## src/rtl/sprite_index_pipe.sv

```systemverilog
// Three-stage sprite-sheet index generator: per-slot hit/ROM index for each viewport pixel,
// double-buffered slot attributes committed on frame_start, lowest-slot-wins selection.
module sprite_index_pipe #(
   parameter int unsigned NUM_SPR = 4,
   parameter int unsigned ADDR_W  = 18,
   parameter int          VIEW_X0 = 203,
   parameter int          VIEW_Y0 = 152,
   parameter int          VIEW_W  = 233,
   parameter int          VIEW_H  = 176,
   localparam int unsigned SEL_W  = (NUM_SPR > 1) ? $clog2(NUM_SPR) : 1
) (
   input  logic                        Clk,
   input  logic                        Reset,
   input  logic                        frame_start,
   input  logic                        attr_we,
   input  logic [SEL_W-1:0]            attr_sel,
   input  logic [9:0]                  attr_pos_x,
   input  logic [9:0]                  attr_pos_y,
   input  logic [3:0]                  attr_frame_x,
   input  logic [3:0]                  attr_frame_y,
   input  logic [8:0]                  attr_img_w,
   input  logic [8:0]                  attr_img_h,
   input  logic [8:0]                  attr_sheet_w,
   input  logic [ADDR_W-1:0]           attr_base,
   input  logic                        attr_flip,
   input  logic                        attr_en,
   input  logic                        pix_valid,
   input  logic [9:0]                  DrawX,
   input  logic [9:0]                  DrawY,
   output logic                        out_valid,
   output logic [NUM_SPR-1:0]          out_hit,
   output logic [NUM_SPR*ADDR_W-1:0]   out_index,
   output logic                        win_hit,
   output logic [SEL_W-1:0]            win_id,
   output logic [ADDR_W-1:0]           win_index
);

   typedef struct packed {
      logic              en;
      logic              flip;
      logic [ADDR_W-1:0] base;
      logic [8:0]        sheet_w;
      logic [8:0]        img_h;
      logic [8:0]        img_w;
      logic [3:0]        frame_y;
      logic [3:0]        frame_x;
      logic [9:0]        pos_y;
      logic [9:0]        pos_x;
   } attr_t;

   typedef struct packed {
      logic              hit;
      logic [8:0]        col;
      logic [8:0]        row;
      logic              flip;
      logic [ADDR_W-1:0] base;
      logic [8:0]        sheet_w;
      logic [8:0]        img_h;
      logic [8:0]        img_w;
      logic [3:0]        frame_y;
      logic [3:0]        frame_x;
   } s1_t;

   typedef struct packed {
      logic              hit;
      logic [ADDR_W-1:0] base;
      logic [ADDR_W-1:0] prod_a;
      logic [ADDR_W-1:0] prod_b;
   } s2_t;

   localparam logic signed [11:0] VX0 = 12'(VIEW_X0);
   localparam logic signed [11:0] VX1 = 12'(VIEW_X0 + VIEW_W);
   localparam logic signed [11:0] VY0 = 12'(VIEW_Y0);
   localparam logic signed [11:0] VY1 = 12'(VIEW_Y0 + VIEW_H);

   attr_t [NUM_SPR-1:0]        shadow_q, shadow_d, active_q, active_d;
   logic                       v1_q, v1_d, v2_q, v2_d;
   s1_t   [NUM_SPR-1:0]        s1_q, s1_d;
   s2_t   [NUM_SPR-1:0]        s2_q, s2_d;
   logic                       out_valid_q, out_valid_d;
   logic [NUM_SPR-1:0]         out_hit_q, out_hit_d;
   logic [NUM_SPR*ADDR_W-1:0]  out_index_q, out_index_d;
   logic                       win_hit_q, win_hit_d;
   logic [SEL_W-1:0]           win_id_q, win_id_d;
   logic [ADDR_W-1:0]          win_index_q, win_index_d;

   // The commit copies shadow_d, so a write landing with frame_start is committed too.
   always_comb begin
      shadow_d = shadow_q;
      active_d = active_q;
      if (attr_we && (32'(attr_sel) < NUM_SPR)) begin
         shadow_d[attr_sel] = '{en: attr_en, flip: attr_flip, base: attr_base,
                                sheet_w: attr_sheet_w, img_h: attr_img_h, img_w: attr_img_w,
                                frame_y: attr_frame_y, frame_x: attr_frame_x,
                                pos_y: attr_pos_y, pos_x: attr_pos_x};
      end
      if (frame_start) begin
         active_d = shadow_d;
      end
   end

   // S1: window test in signed 12-bit so sprites hanging off the top/left clip instead of wrapping.
   always_comb begin
      logic signed [11:0] dx, dy, x_lo, y_lo, col, row;
      logic               in_view;
      attr_t              a;
      s1_d    = '0;
      v1_d    = pix_valid;
      dx      = $signed({2'b00, DrawX});
      dy      = $signed({2'b00, DrawY});
      in_view = (dx >= VX0) && (dx < VX1) && (dy >= VY0) && (dy < VY1);
      for (int unsigned i = 0; i < NUM_SPR; i++) begin
         a    = active_q[i];
         x_lo = VX0 + $signed({2'b00, a.pos_x}) - $signed({4'b0000, a.img_w[8:1]});
         y_lo = VY0 + $signed({2'b00, a.pos_y});
         col  = dx - x_lo;
         row  = dy - y_lo;
         s1_d[i].hit     = pix_valid && a.en && in_view &&
                           !col[11] && (col < $signed({3'b000, a.img_w})) &&
                           !row[11] && (row < $signed({3'b000, a.img_h}));
         s1_d[i].col     = col[8:0];
         s1_d[i].row     = row[8:0];
         s1_d[i].flip    = a.flip;
         s1_d[i].base    = a.base;
         s1_d[i].sheet_w = a.sheet_w;
         s1_d[i].img_h   = a.img_h;
         s1_d[i].img_w   = a.img_w;
         s1_d[i].frame_y = a.frame_y;
         s1_d[i].frame_x = a.frame_x;
      end
   end

   // S2: products are formed directly at ADDR_W; truncation commutes with the final modulo.
   always_comb begin
      logic [8:0] colf;
      s2_d = '0;
      v2_d = v1_q;
      for (int unsigned i = 0; i < NUM_SPR; i++) begin
         colf = s1_q[i].flip ? (s1_q[i].img_w - 9'd1 - s1_q[i].col) : s1_q[i].col;
         s2_d[i].hit    = s1_q[i].hit;
         s2_d[i].base   = s1_q[i].base;
         s2_d[i].prod_a = (ADDR_W'(s1_q[i].frame_y) * ADDR_W'(s1_q[i].img_h) +
                           ADDR_W'(s1_q[i].row)) * ADDR_W'(s1_q[i].sheet_w);
         s2_d[i].prod_b = ADDR_W'(s1_q[i].frame_x) * ADDR_W'(s1_q[i].img_w) + ADDR_W'(colf);
      end
   end

   always_comb begin
      logic [ADDR_W-1:0] idx;
      out_valid_d = v2_q;
      out_hit_d   = '0;
      out_index_d = '0;
      win_hit_d   = 1'b0;
      win_id_d    = '0;
      win_index_d = '0;
      for (int unsigned i = 0; i < NUM_SPR; i++) begin
         idx = s2_q[i].hit ? (s2_q[i].base + s2_q[i].prod_a + s2_q[i].prod_b) : '0;
         out_hit_d[i]                   = s2_q[i].hit;
         out_index_d[i*ADDR_W +: ADDR_W] = idx;
         if (s2_q[i].hit && !win_hit_d) begin
            win_hit_d   = 1'b1;
            win_id_d    = SEL_W'(i);
            win_index_d = idx;
         end
      end
   end

   always_ff @(posedge Clk) begin
      if (Reset) begin
         shadow_q    <= '0;
         active_q    <= '0;
         v1_q        <= 1'b0;
         v2_q        <= 1'b0;
         s1_q        <= '0;
         s2_q        <= '0;
         out_valid_q <= 1'b0;
         out_hit_q   <= '0;
         out_index_q <= '0;
         win_hit_q   <= 1'b0;
         win_id_q    <= '0;
         win_index_q <= '0;
      end else begin
         shadow_q    <= shadow_d;
         active_q    <= active_d;
         v1_q        <= v1_d;
         v2_q        <= v2_d;
         s1_q        <= s1_d;
         s2_q        <= s2_d;
         out_valid_q <= out_valid_d;
         out_hit_q   <= out_hit_d;
         out_index_q <= out_index_d;
         win_hit_q   <= win_hit_d;
         win_id_q    <= win_id_d;
         win_index_q <= win_index_d;
      end
   end

   assign out_valid = out_valid_q;
   assign out_hit   = out_hit_q;
   assign out_index = out_index_q;
   assign win_hit   = win_hit_q;
   assign win_id    = win_id_q;
   assign win_index = win_index_q;

endmodule

```

## config.mk

```make
export PLATFORM = sky130hd
export DESIGN_NAME = sprite_index_pipe
export DESIGN_NICKNAME = d
export VERILOG_FILES = /design/src/rtl/sprite_index_pipe.sv
export SDC_FILE = /design/constraint.sdc
export NUM_CORES = 2
export LEC_CHECK = 0
export CAP_MARGIN = 20
export CORE_MARGIN = 8
export CORE_UTILIZATION = 35
export DETAILED_ROUTE_END_ITERATION = 6
export GPL_TIMING_DRIVEN = 0
export SYNTH_ARGS = -nofsm -noshare
export SYNTH_HDL_FRONTEND = slang
export SYNTH_SLANG_ARGS = --single-unit
```

## constraint.sdc

```tcl
create_clock -name Clk -period 6.9 [get_ports Clk]
set_input_delay 2.07 -clock Clk [delete_from_list [all_inputs] [get_ports Clk]]
set_output_delay 2.07 -clock Clk [all_outputs]
set_load 0.1 [all_outputs]
```

Word level (Yosys, flattened, before mapping) --
Cells that the tools add are included.
Operators by class: $mul 12, add/sub/neg operators 44, order comparisons 14, multiplexer cells 23, reduce and logical (&&, ||, !) cells 42
Operators with widths (count):
- $bwmux W300 | 1
- $mux W300 | 1
- $demux W75 S2 | 1
- $add A18 B18 Y18 | 8
- $mux W18 | 8
- $add A13 B9 Y14 | 8
- $mul A4 B9 Y13 | 8
- $lt A12 B10 Y1 | 8
- $add A8 B10 Y11 const A | 8
- $mux W75 | 1
- $mul A14 B9 Y18 | 4
- $sub A10 B11 Y12 | 4
- $sub A11 B12 Y12 | 4
- $sub A11 B8 Y12 | 4
- $mux W9 | 4
- $sub A9 B1 Y9 const B | 4
- $sub A9 B9 Y9 | 4
- $logic_and A1 B1 Y1 | 31
- $ge A10 B8 Y1 const B | 2
- $lt A10 B9 Y1 const B | 2
- $logic_not A1 Y1 | 11
- $mux W1 | 5
- $mux W2 | 2
- $lt A2 B3 Y1 const B | 1
- $ge A2 B1 Y1 const B | 1
Word-level totals: flip-flop bits (word level) 1212, word-level logic and storage cells 279, input port bits 102, output and inout port bits 98

Depth between registers and ports, before layout --
word-level depth 10, mapped depth 33, mapped depth without buffers 33

Least setup slack after synthesis --
No wires, ideal clock.
path kind reg2reg, start register s1_q[78] (netlist bit), end register s2_q[90] (netlist bit), clock period less this slack 7569 ps, path slack -669 ps, arrival 7505 ps, cell stages (with the launch flop) 29, cell sequence dfxtp_1 and2_1 fa_1 fa_1 inv_1 fa_1 inv_1 ha_1 o21a_1 a2111oi_0 nor2_1 xor2_1 nand2_1 fa_1 fa_1 inv_1 fa_1 inv_1 fa_1 inv_1 ha_1 a2111oi_0 o21bai_1 a21o_1 a21oi_1 o21ai_0 a31oi_1 xnor3_1 nor2_1
On the way: longest elaborated chain between the ends 3
Ends and longest elaborated chain:
- start: declaration | RTL line 78 | s1_t [NUM_SPR-1:0] s1_q, s1_d;
- start signal: assignment | RTL line 174 | s1_q <= '0;
- start signal: assignment | RTL line 187 | s1_q <= s1_d;
- $mul A4 B9 Y13 | RTL line 142 | s2_d[i].prod_a = (ADDR_W'(s1_q[i].frame_y) * ADDR_W'(s1_q[i].img_h) +
- $add A13 B9 Y14 | RTL line 142
- $mul A14 B9 Y18 | RTL line 143 | ADDR_W'(s1_q[i].row)) * ADDR_W'(s1_q[i].sheet_w);
- end signal: assignment | RTL line 175 | s2_q <= '0;
- end signal: assignment | RTL line 188 | s2_q <= s2_d;
- end: declaration | RTL line 79 | s2_t [NUM_SPR-1:0] s2_q, s2_d;
Every way passes these cells. A chain may end at the register's enable or synchronous reset.

Worst setup path in the final report --
start register s1_q[80] (netlist bit), end register s2_q[87] (netlist bit)
Same word-level chain as after synthesis.

==> results.py <==
metrics = {
    "critical_path": {
        "end_kind": "flop",
        "arrival_ps": 8160,
        "criticalPathCategory": "reg -> reg",
        "r2r_start": "s1_q[80]$_SDFF_PP0_",
        "crit_path_max_fanout": 4,
        "cpMostUsedCell": "fa_1",
        "rr_endpoint": "s2_q[87]$_SDFF_PP0_",
        "cp_slowest_cell": "fa_1",
        "r2r_setup_slack_ps": -670,
        "slowest_delay_ps": 530,
        "r2r_cells": 30,
        "startpoint_type": "flop",
        "cp.required_ps": 7490,
    },
    "clocking": {
        "tritoncts": "built",
        "htree_num_levels": 4,
        "cts_hold_buffers": 0,
        "cts_buffers": 130,
        "clk_latency_ps": 770,
        "clk_pin_slew_ps": 60,
        "clock_path_buffers": 3,
        "cts-root-buf": "clkbuf_16",
        "cts_sinks": 1196,
    },
    "routing": {
        "dr.first_iter.drc_count": 4443,
        "wl_per_cell_um": 21.5,
        "met3_length_um": 16800,
        "routed_wl_um": 234000,
        "wl_met2_um": 98700,
        "wl_met1_um": 110000,
        "num_vias": 54100,
        "drc": 0,
        "top_layer_used": "met5",
        "ant_nets": 0,
        "avgViaCountPerCell": 4.96,
        "first_pass_iters": 6,
    },
    "job": {
        "cap_violations": 0,
    },
    "floorplan": {
        "core_region_area_um2": 204000,
        "rows": 166,
        "die-area_um2": 220000,
        "start_util_pct": 35.2,
        "fp.dieH_um": 469,
        "die_w_um": 469,
        "pin_count": 200,
    },
    "yosys": {
        "ys_ff_latch": 1196,
        "seq_area_frac_synth_pct": 33.3,
        "synth_enable_flop_cells": 0,
        "synth_flop_cell": "dfxtp_1",
        "syn_inst": 7603,
        "synthDistinctLibCells": 84,
        "synth.avg_cell_area_um2": 9.45,
        "syn_area_um2": 71900,
        "yosys_warnings": 0,
        "async_flop_share_pct": 0,
        "synth_nets": 8921,
    },
    "timing": {
        "timing.final.crit_period_ps": 7570,
        "fin_tns_setup_ps": -8200,
        "worst_slack_ps": -669,
        "hold_viol": 0,
        "setup_violations": 24,
        "fin_crit_sh_pct": 110,
        "relSlewSlack_pct": 19.7,
        "clock_skew_ps": 39.9,
        "whs_ps": 430,
        "rsz0062_at_grt": "true",
        "tightest_slew_ps": 1200,
        "max_freq_mhz": 132,
        "slew_violations": 0,
    },
    "min_path": {
        "min_to": "s2_q[94]$_SDFF_PP0_",
        "hold_class": "reg -> reg",
        "hold_path.startpoint": "s1_q[111]$_SDFF_PP0_",
        "hold_depth": 1,
    },
    "final_layout": {
        "finalNetCount": 9422,
        "mostFrequentLayoutCell": "dfxtp_1",
        "utilization_pct": 42.0,
        "area_growth_pct": 19.5,
        "final_cell_mix": "dfxtp_1 (1175), inv_1 (984), nor2_1 (902)",
        "stdcell_count": 10900,
        "design_area_um2": 85900,
        "fillers": 19900,
        "drive_gt1_share_pct": 9.59,
    },
    "global_routing": {
        "grt-ovfl-total": 0,
        "grt_max_degree": 17,
        "antenna_found_initial": 35,
        "grt_pass1_vias": 53300,
        "grt_pass1_wl_um": 342000,
        "grt_use_total_pct": 20.7,
    },
    "place": {
        "place_congestion": 0.953,
        "placed_area_um2": 78000,
        "placed_cells": 10500,
        "port_buffers": 198,
        "dp_hpwl_um": 185000,
    },
    "outcome": {
        "violations": "setup timing",
        "status": "complete, but fails checks",
    },
    "pwr": {
        "peakVddDrop_uv": 238,
        "p_per_area_nw_per_um2": 223,
        "p_leak_nw": 39.1,
    },
}
-- Yosys cell counts, drive strengths merged, types with 48 or more instances --
master	number	area share, %
xor2	101	1.2
and2	450	3.9
ha	628	11
xnor2	165	2.0
nand2	446	2.3
inv	1040	5.4
mux2i	324	4.5
a21o	84	0.88
a211oi	314	3.3
clkbuf	256	1.4
fa	588	16
a21oi	179	1.3
nor2b	330	2.9
nor2	915	4.8
o21ai	111	0.78
nand2b	48	0.42
nor3	58	0.41
dfxtp	1196	33
o21bai	74	0.77
-- where the power goes --
| group | leakage [nW] | internal (mW) | switching [mW] |
|---|---|---|---|
| sequential | 9.79 | 7.31 | 0.278 |
| combinational | 27.2 | 1.80 | 2.70 |
| clock | 2.12 | 4.12 | 2.97 |
| total | 39.1 | 13.2 | 5.95 |
-- area by class of cell --
type | count | area [um^2] | share of cell area, %
multi-input cells | 5083 | 45500 | 53.0
well taps | 2688 | 3360 | 3.92
inverters | 1041 | 3910 | 4.55
repair buffers | 366 | 3610 | 4.20
plain buffers | 286 | 1090 | 1.27
flip-flops and latches | 1196 | 24000 | 27.9
diodes | 14 | 35.0 | 0.0408
clock buffers | 179 | 3740 | 4.36
clock inverters | 48 | 587 | 0.683
-- worst max-delay path: cells and delay by family (launching register included) --
kind / cells / cell delay, ps
xor+xnor: 2 / 640
fa+ha+maj: 9 / 3940
flops: 1 / 350
simple gates: 5 / 920
buf+inv: 8 / 660
compound gates: 6 / 860
-- how the worst max path moves through the flow --
stage | start | to
3_5_place_dp | s1_q[238]$_SDFF_PP0_ | s2_q[200]$_SDFF_PP0_
6_report | s1_q[80]$_SDFF_PP0_ | s2_q[87]$_SDFF_PP0_
3_3_place_gp | s1_q[238]$_SDFF_PP0_ | s2_q[200]$_SDFF_PP0_
2_1_floorplan | s1_q[78]$_SDFF_PP0_ | s2_q[90]$_SDFF_PP0_
4_1_cts | s1_q[224]$_SDFF_PP0_ | s2_q[200]$_SDFF_PP0_
5_1_grt | s1_q[78]$_SDFF_PP0_ | s2_q[90]$_SDFF_PP0_
-- registers in the layout, summed over array words and instances, names as in the netlist, 2 cells and up --
name / flops
active_q: 300
shadow_q: 300
s1_q: 292
s2_q: 200
out_index: 72
win_index: 18
out_hit: 4
out_hit_d: 4
win_id: 2
-- per-layer routing --
metal  track usage, %  vias to the layer above
met2             31.3                     1816
met5                0                        -
met1             30.2                    26600
li1                 -                    25300
met4             7.47                        8
met3             3.00                      343
-- timing repair --
item / in CTS / in global routing
endpoints found under the hold margin: 0 / 0
resized for setup: 362 / 115
setup endpoints to repair: 37 / 30
gates cloned: 3 / 0
pin swaps: 250 / 109
setup buffers: 130 / 28
-- metrics by stage --
stage | power [mW] | worst slack (ps)
final | 19.2 | -669
after global routing | 20.1 | -955
after CTS | 19.2 | -601
after detailed placement | 11.8 | -1250
after global placement | 11.7 | -1260
after floorplan | 10.3 | -26.2
-- logic make-up (layout without fill, tap and decap cells) --
group	after synthesis	in the layout	share of synthesized area, %
simple gates	2345	2345	15.6
buf+inv	1327	1920	6.96
fa+ha+maj	1216	1216	27.3
flops	1196	1196	33.3
compound gates	917	918	8.73
mux	329	329	4.59
xor+xnor	273	275	3.47
other cells	0	14	0
(Power assumes the default switching activity.)
